==> src/rtl/note_player_env.sv <==
// Single-voice note player: beat-timed notes with a linear attack/release gain
// envelope, driving a phase-accumulator sine reader and the codec sample handshake.

module frequency_rom (
    input  logic        clk,
    input  logic [5:0]  addr,
    output logic [19:0] dout
);
    // Linear tuning: each note code adds 1/256 of a turn of the 22-bit phase per sample.
    // NOTE: ROM output registers carry no reset; the player only reads dout after a load has addressed it.
    always_ff @(posedge clk) begin
        dout <= {addr, 14'd0};
    end
endmodule

module sine_reader (
    input  logic               clk,
    input  logic               reset,
    input  logic [19:0]        step_size,
    input  logic               generate_next,
    output logic               sample_ready,
    output logic signed [15:0] sample
);
    logic [21:0]        phase;
    logic               pending;
    logic [5:0]         idx;
    logic [4:0]         quarter_idx;
    logic signed [15:0] magnitude;

    function automatic logic [14:0] quarter_sine(input logic [4:0] k);
        case (k)
            5'd0:  return 15'd0;     5'd1:  return 15'd3212;  5'd2:  return 15'd6393;
            5'd3:  return 15'd9512;  5'd4:  return 15'd12539; 5'd5:  return 15'd15446;
            5'd6:  return 15'd18204; 5'd7:  return 15'd20787; 5'd8:  return 15'd23170;
            5'd9:  return 15'd25329; 5'd10: return 15'd27245; 5'd11: return 15'd28898;
            5'd12: return 15'd30273; 5'd13: return 15'd31356; 5'd14: return 15'd32137;
            5'd15: return 15'd32609; default: return 15'd32767;
        endcase
    endfunction

    // Quarter-wave table: bit 4 mirrors the index, bit 5 negates the result.
    // NOTE: every always_comb output is assigned on every path, so no latch is inferred.
    always_comb begin
        idx         = phase[21:16];
        quarter_idx = idx[4] ? 5'd16 - {1'b0, idx[3:0]} : {1'b0, idx[3:0]};
        magnitude   = {1'b0, quarter_sine(quarter_idx)};
    end

    // NOTE: sequential state uses non-blocking assignments so every register samples pre-edge values.
    always_ff @(posedge clk) begin
        if (!reset) begin
            phase        <= '0;
            pending      <= 1'b0;
            sample_ready <= 1'b0;
            sample       <= '0;
        end else begin
            pending      <= generate_next;
            sample_ready <= pending;
            if (generate_next)
                phase <= phase + {2'b00, step_size};
            if (pending)
                sample <= idx[5] ? -magnitude : magnitude;
        end
    end
endmodule

module note_player_env #(
    parameter int DUR_W     = 6,
    parameter int ENV_W     = 8,
    parameter int ENV_INC   = 4,
    parameter int REST_NOTE = 0
) (
    input  logic               clk,
    input  logic               reset,
    input  logic               play_enable,
    input  logic [5:0]         note_to_load,
    input  logic [DUR_W-1:0]   duration_to_load,
    input  logic               load_new_note,
    input  logic               beat,
    input  logic               generate_next_sample,
    output logic               done_with_note,
    output logic signed [15:0] sample_out,
    output logic               new_sample_ready
);
    typedef enum logic [1:0] {IDLE, FETCH, PLAY, DONE} state_t;

    localparam logic [ENV_W:0] GAIN_MAX  = (ENV_W+1)'(1) << ENV_W;
    localparam logic [ENV_W:0] GAIN_STEP = (ENV_W+1)'(ENV_INC);
    localparam logic [5:0]     REST      = 6'(REST_NOTE);

    state_t                     state;
    logic [5:0]                 note;
    logic [DUR_W-1:0]           duration;
    logic [DUR_W-1:0]           beat_count;
    logic [DUR_W-1:0]           beat_next;
    logic [19:0]                step;
    logic [ENV_W:0]             gain;
    logic [ENV_W:0]             gain_next;
    logic [5:0]                 rom_addr;
    logic [19:0]                rom_dout;
    logic                       sr_request;
    logic                       sr_ready;
    logic signed [15:0]         raw;
    logic signed [ENV_W+17:0]   product;

    // The ROM is addressed with the incoming note on the load cycle so dout is valid during FETCH.
    always_comb begin
        rom_addr   = load_new_note ? note_to_load : note;
        sr_request = generate_next_sample && play_enable && (state == PLAY || state == DONE);
        beat_next  = beat_count + 1'b1;
        if (state == PLAY && note != REST)
            gain_next = (gain >= GAIN_MAX - GAIN_STEP) ? GAIN_MAX : gain + GAIN_STEP;
        else
            gain_next = (gain <= GAIN_STEP) ? '0 : gain - GAIN_STEP;
        product = raw * $signed({1'b0, gain_next});
    end

    frequency_rom u_rom (
        .clk  (clk),
        .addr (rom_addr),
        .dout (rom_dout)
    );

    sine_reader u_sine (
        .clk           (clk),
        .reset         (reset),
        .step_size     (step),
        .generate_next (sr_request),
        .sample_ready  (sr_ready),
        .sample        (raw)
    );

    always_ff @(posedge clk) begin
        if (!reset) begin
            state            <= IDLE;
            note             <= '0;
            duration         <= '0;
            beat_count       <= '0;
            step             <= '0;
            gain             <= '0;
            done_with_note   <= 1'b0;
            sample_out       <= '0;
            new_sample_ready <= 1'b0;
        end else begin
            new_sample_ready <= 1'b0;
            // A sample still in flight when playback pauses is dropped, keeping the gain frozen.
            if (sr_ready && play_enable) begin
                gain             <= gain_next;
                sample_out       <= product[ENV_W+15:ENV_W];
                new_sample_ready <= 1'b1;
            end

            if (load_new_note) begin
                note           <= note_to_load;
                duration       <= duration_to_load;
                beat_count     <= '0;
                done_with_note <= 1'b0;
                state          <= FETCH;
            end else begin
                case (state)
                    IDLE: ;
                    FETCH: begin
                        step <= (note == REST) ? 20'd0 : rom_dout;
                        if (duration == '0) begin
                            state          <= DONE;
                            done_with_note <= 1'b1;
                        end else begin
                            state <= PLAY;
                        end
                    end
                    PLAY: begin
                        if (beat && play_enable) begin
                            beat_count <= beat_next;
                            if (beat_next == duration) begin
                                state          <= DONE;
                                done_with_note <= 1'b1;
                            end
                        end
                    end
                    DONE: ;
                    default: state <= IDLE;
                endcase
            end
        end
    end
endmodule
==> config.mk <==
export PLATFORM = sky130hd
export DESIGN_NAME = note_player_env
export DESIGN_NICKNAME = d
export VERILOG_FILES = /design/src/rtl/note_player_env.sv
export SDC_FILE = /design/constraint.sdc
export NUM_CORES = 1
export LEC_CHECK = 0
export CAP_MARGIN = 20
export CORE_MARGIN = 1
export CORE_UTILIZATION = 57
export DETAILED_ROUTE_END_ITERATION = 7
export PLACE_DENSITY_LB_ADDON = 0.05
export RECOVER_POWER = 100
export SLEW_MARGIN = 40
export SYNTH_ARGS = -nofsm -noshare
export SYNTH_HDL_FRONTEND = slang
export SYNTH_SLANG_ARGS = --single-unit
==> constraint.sdc <==
create_clock -name clk -period 8.7 [get_ports clk]
set_input_delay 2.175 -clock clk [delete_from_list [all_inputs] [get_ports clk]]
set_output_delay 2.175 -clock clk [all_outputs]
set_load 0.1 [all_outputs]
==> results.ini <==
[logic_synthesis]
yosysSeqAreaShare=0.1780
ys_top_cells_by_area=fa_1 24%, dfxtp_1 18%, ha_1 8.9%, inv_1 6.3%, nand2_1 4.9%
synth_nets=1334
mappedNetlistArea_sq_um=9559
yosysWarnings=0
synth_compound_area_frac=0.1267
synth_top_area_share=0.2408
yosys_register_bits=85
synth_top_family_by_area=adder cells
ys_types=77
synth.avg_cell_area_sq_um=8.437
syn_inst=1133
synthMuxAreaShare=0.02644
synth-xor-area-share=0.03940
synth_top_cell_by_area=fa_1
synth_fa_ha_area_frac=0.3298
synth_ff_type=dfxtp_1
synth_edf_count=0
synthSimpleGateAreaFrac=0.2055
async_flop_share=0

[sta]
setup_violations=0
timing.final.crit_period_ns=7.719
hold_viol=0
holdWs_ns=0.4512
finClkSkew_ns=0.009411
tns_ns=0
max-slew-margin-rel=-0.1700
tightest_slew_ns=1.745
finalWorstSetupSlack_ns=0.9808
fin_crit_sh=0.8873
rsz0062_at_grt=false
maxSlewViolCount=79
max_freq_mhz=129.5

[setup_path]
critPathCaptureType=register
cp.depth=23
cp_slowest_stage_delay_ns=0.78
path_class=register to register
cpMostUsedCell=fa_1
crit_required_ns=8.98
path_buf_inv=4
r2r_cells=23
cp_top_family=adder cells
slowest_stage=xnor2_1
cp_max_fo=17
cp-start-kind=register
cp_cell_sequence=inv_1 > ha_1 > a21boi_2 > a41oi_1 > xnor2_1 > and2_0 > nand2_1 > fa_1 > inv_1 > fa_1 > fa_1 > fa_1 > inv_1 > fa_1 > inv_1 > ha_1 > nand4_1 > nor2_1 > nand4_1 > nand4_1 > a41oi_1 > or3_1 > a31oi_1
crit_arrival_ns=8.00

[routing]
drtAntennaViolNets=0
vias_per_cell=5.751
drc=0
drt_iter0_drc=394
drt-total-wl_um=22250
vias=7752
wl_per_cell_um=16.51
firstDrtPassIters=5

[die]
die-area_sq_um=17290
die_h_um=131.5
rows=46
coreArea_sq_um=16120
die-width_um=131.5
start_util=0.5932
ioPinCount=36

[grt]
grt_pass1_vias=7511
grt.total_usage=0.2721
antenna_found_initial=0
globalRoute.totalOverflow=0
grt_start_max_net_pins=67
grt_pass1_wl_um=37780

[outcome]
outcome=finished, violations left
violations=capacitance limit, slew limit

[clocking]
numCtsBuffers=9
cts_resized=0
cts.sinks=85
tritoncts=built
postCtsHoldBufs=0
h-tree-depth=3
clkLatencyLatePin_ns=0.35
cts.clk_slew.worst_paths_ns=0.07
clockBufferDepth=2
clockRootBuffer=clkbuf_16
post_cts_buffers=0

[power_and_ir_drop]
ir_drop_uv=125.8
p_leak_uw=0.005022
power_uw=846.4
power_density_nw_per_um2=83.11
p_int_uw=621.2
clkPwrFrac=0.442
p_switching_uw=225.1
combPwrFrac=0.081
switching_share=0.2660
pwr-share-seq=0.477

[final_layout]
multi_input_area_sq_um=7015
nNetsFinal=1328
register_area_sq_um=1702
drive_gt1_frac=0.05565
antenna_cells=0
area_growth_pct=6.531
fillers=1470

[job]
cap_violations=2

[hold_path]
hold_path_class=register to register
holdPathStages=2

[placed_design]
dpl_worst_slack_ns=1.095
hpwl_um=17370
placement.io_buffers=35
routabilityCongestion=0.8970

tightest hold or removal path: stages (launching register included):
cell     delay, ns
dfxtp_1       0.31
nand2_1       0.05
a21oi_1       0.05
path summary, 6_finish.rpt:
kind / start / to / slack, ns
min: sample_out[0]$_SDFFE_PN0P_ / sample_out[0]$_SDFFE_PN0P_ / 0.45
min reg2reg: sample_out[0]$_SDFFE_PN0P_ / sample_out[0]$_SDFFE_PN0P_ / 0.45
max: state[0]$_SDFFE_PN0P_ / sample_out[15]$_SDFFE_PN0P_ / 0.98
max reg2reg: state[0]$_SDFFE_PN0P_ / sample_out[15]$_SDFFE_PN0P_ / 0.98
sequential cells by signal, indices dropped and copies added (netlist names):
signal,cells
beat_count,6
sample_out,16
gain,9
u_sine.pending,1
done_with_note,1
u_sine.sample,16
u_sine.sample_ready,1
note,6
new_sample_ready,1
state,2
step,6
duration,6
u_rom.dout,6
u_sine.phase,8
layout make-up:
| type | instances | share of cell area |
|---|---|---|
| clock buffers | 10 | 0.02248 |
| clock inverters | 6 | 0.005160 |
| inverters | 161 | 0.05947 |
| multi-input cells | 825 | 0.6889 |
| flip-flops and latches | 85 | 0.1671 |
| well taps | 216 | 0.02654 |
| repair buffers | 45 | 0.03035 |
placed cells by master, fill, tap and decap left out, types with 11 or more instances in the layout:
| master | netlist | layout |
|---|---|---|
| inv_1 | 160 | 160 |
| nand2_1 | 125 | 125 |
| fa_1 | 115 | 115 |
| dfxtp_1 | 85 | 85 |
| ha_1 | 68 | 68 |
| and3_1 | 64 | 64 |
| a21oi_1 | 63 | 63 |
| nor2_1 | 61 | 60 |
| o21ai_0 | 38 | 38 |
| nand3_1 | 34 | 34 |
| xnor2_1 | 26 | 23 |
| clkbuf_1 | 39 | 20 |
| and2_1 | 22 | 19 |
| xor2_1 | 17 | 15 |
| clkdlybuf4s50_1 | 0 | 15 |
| mux2i_1 | 14 | 14 |
| nor3_1 | 13 | 13 |
| a211oi_1 | 11 | 11 |
routing by layer:
metal,global-route usage,up-vias,part of all wire
met4,0.08204,0,0.023
met2,0.4456,194,0.47
met3,0.03395,28,0.047
met5,0,-,0
met1,0.3754,3783,0.46
li1,-,3747,-
power by group through the flow:
| stage | Clock, uW | Sequential (uW) | Combinational [uW] |
|---|---|---|---|
| finish | 374 | 404 | 68.8 |
| global route | 402 | 405 | 75.8 |
| CTS | 383 | 404 | 69.1 |
| detailed placement | 0 | 413 | 69.0 |
| global placement | 0 | 413 | 68.5 |
| floorplan | 0 | 413 | 45.7 |
stage by stage:
step / instances / cell area [sq um] / utilization
finish: 1348 / 10180 / 0.6319
global route: 1348 / 10180 / 0.6319
CTS: 1348 / 10190 / 0.6324
detailed placement: 1332 / 9910 / 0.6149
global placement: 1332 / 9972 / 0.6188
floorplan: 1133 / 9559 / -
cells in the mapped netlist (3+ instances only):
| library cell | count |
|---|---|
| nor4_1 | 3 |
| or3_1 | 10 |
| o21a_1 | 4 |
| nand3_1 | 34 |
| or4_1 | 3 |
| o211ai_1 | 3 |
| fa_1 | 115 |
| and2_2 | 7 |
| a31o_2 | 3 |
| a21oi_1 | 63 |
| xor2_1 | 17 |
| or2_2 | 3 |
| o22ai_1 | 3 |
| inv_1 | 160 |
| nor3_1 | 13 |
| o311ai_0 | 3 |
| o31ai_1 | 7 |
| o2111ai_1 | 5 |
| nor2b_1 | 8 |
| nand2b_1 | 8 |
| nand4_1 | 8 |
| clkbuf_8 | 4 |
| nor2_1 | 61 |
| clkbuf_1 | 39 |
| nand2_1 | 125 |
| buf_2 | 6 |
| ha_1 | 68 |
| xnor2_1 | 26 |
| a221oi_1 | 3 |
| a31oi_1 | 10 |
| a211oi_1 | 11 |
| o21ai_0 | 38 |
| dfxtp_1 | 85 |
| and3_1 | 64 |
| a21o_1 | 10 |
| a41oi_1 | 3 |
| mux2i_1 | 14 |
| buf_1 | 11 |
| and2_1 | 22 |
| mux2_2 | 8 |
logic make-up (layout without fill, tap and decap cells):
| logic type | count (synthesis) | after routing |
|---|---|---|
| xor gates and xnor gates | 43 | 43 |
| muxes | 23 | 23 |
| DFF | 85 | 85 |
| and+or+nand+nor | 387 | 387 |
| AOI/OAI and AO/OA | 189 | 189 |
| adders and majority gates | 183 | 183 |
| buffers and inverters | 223 | 222 |
(Power assumes the default switching activity.)
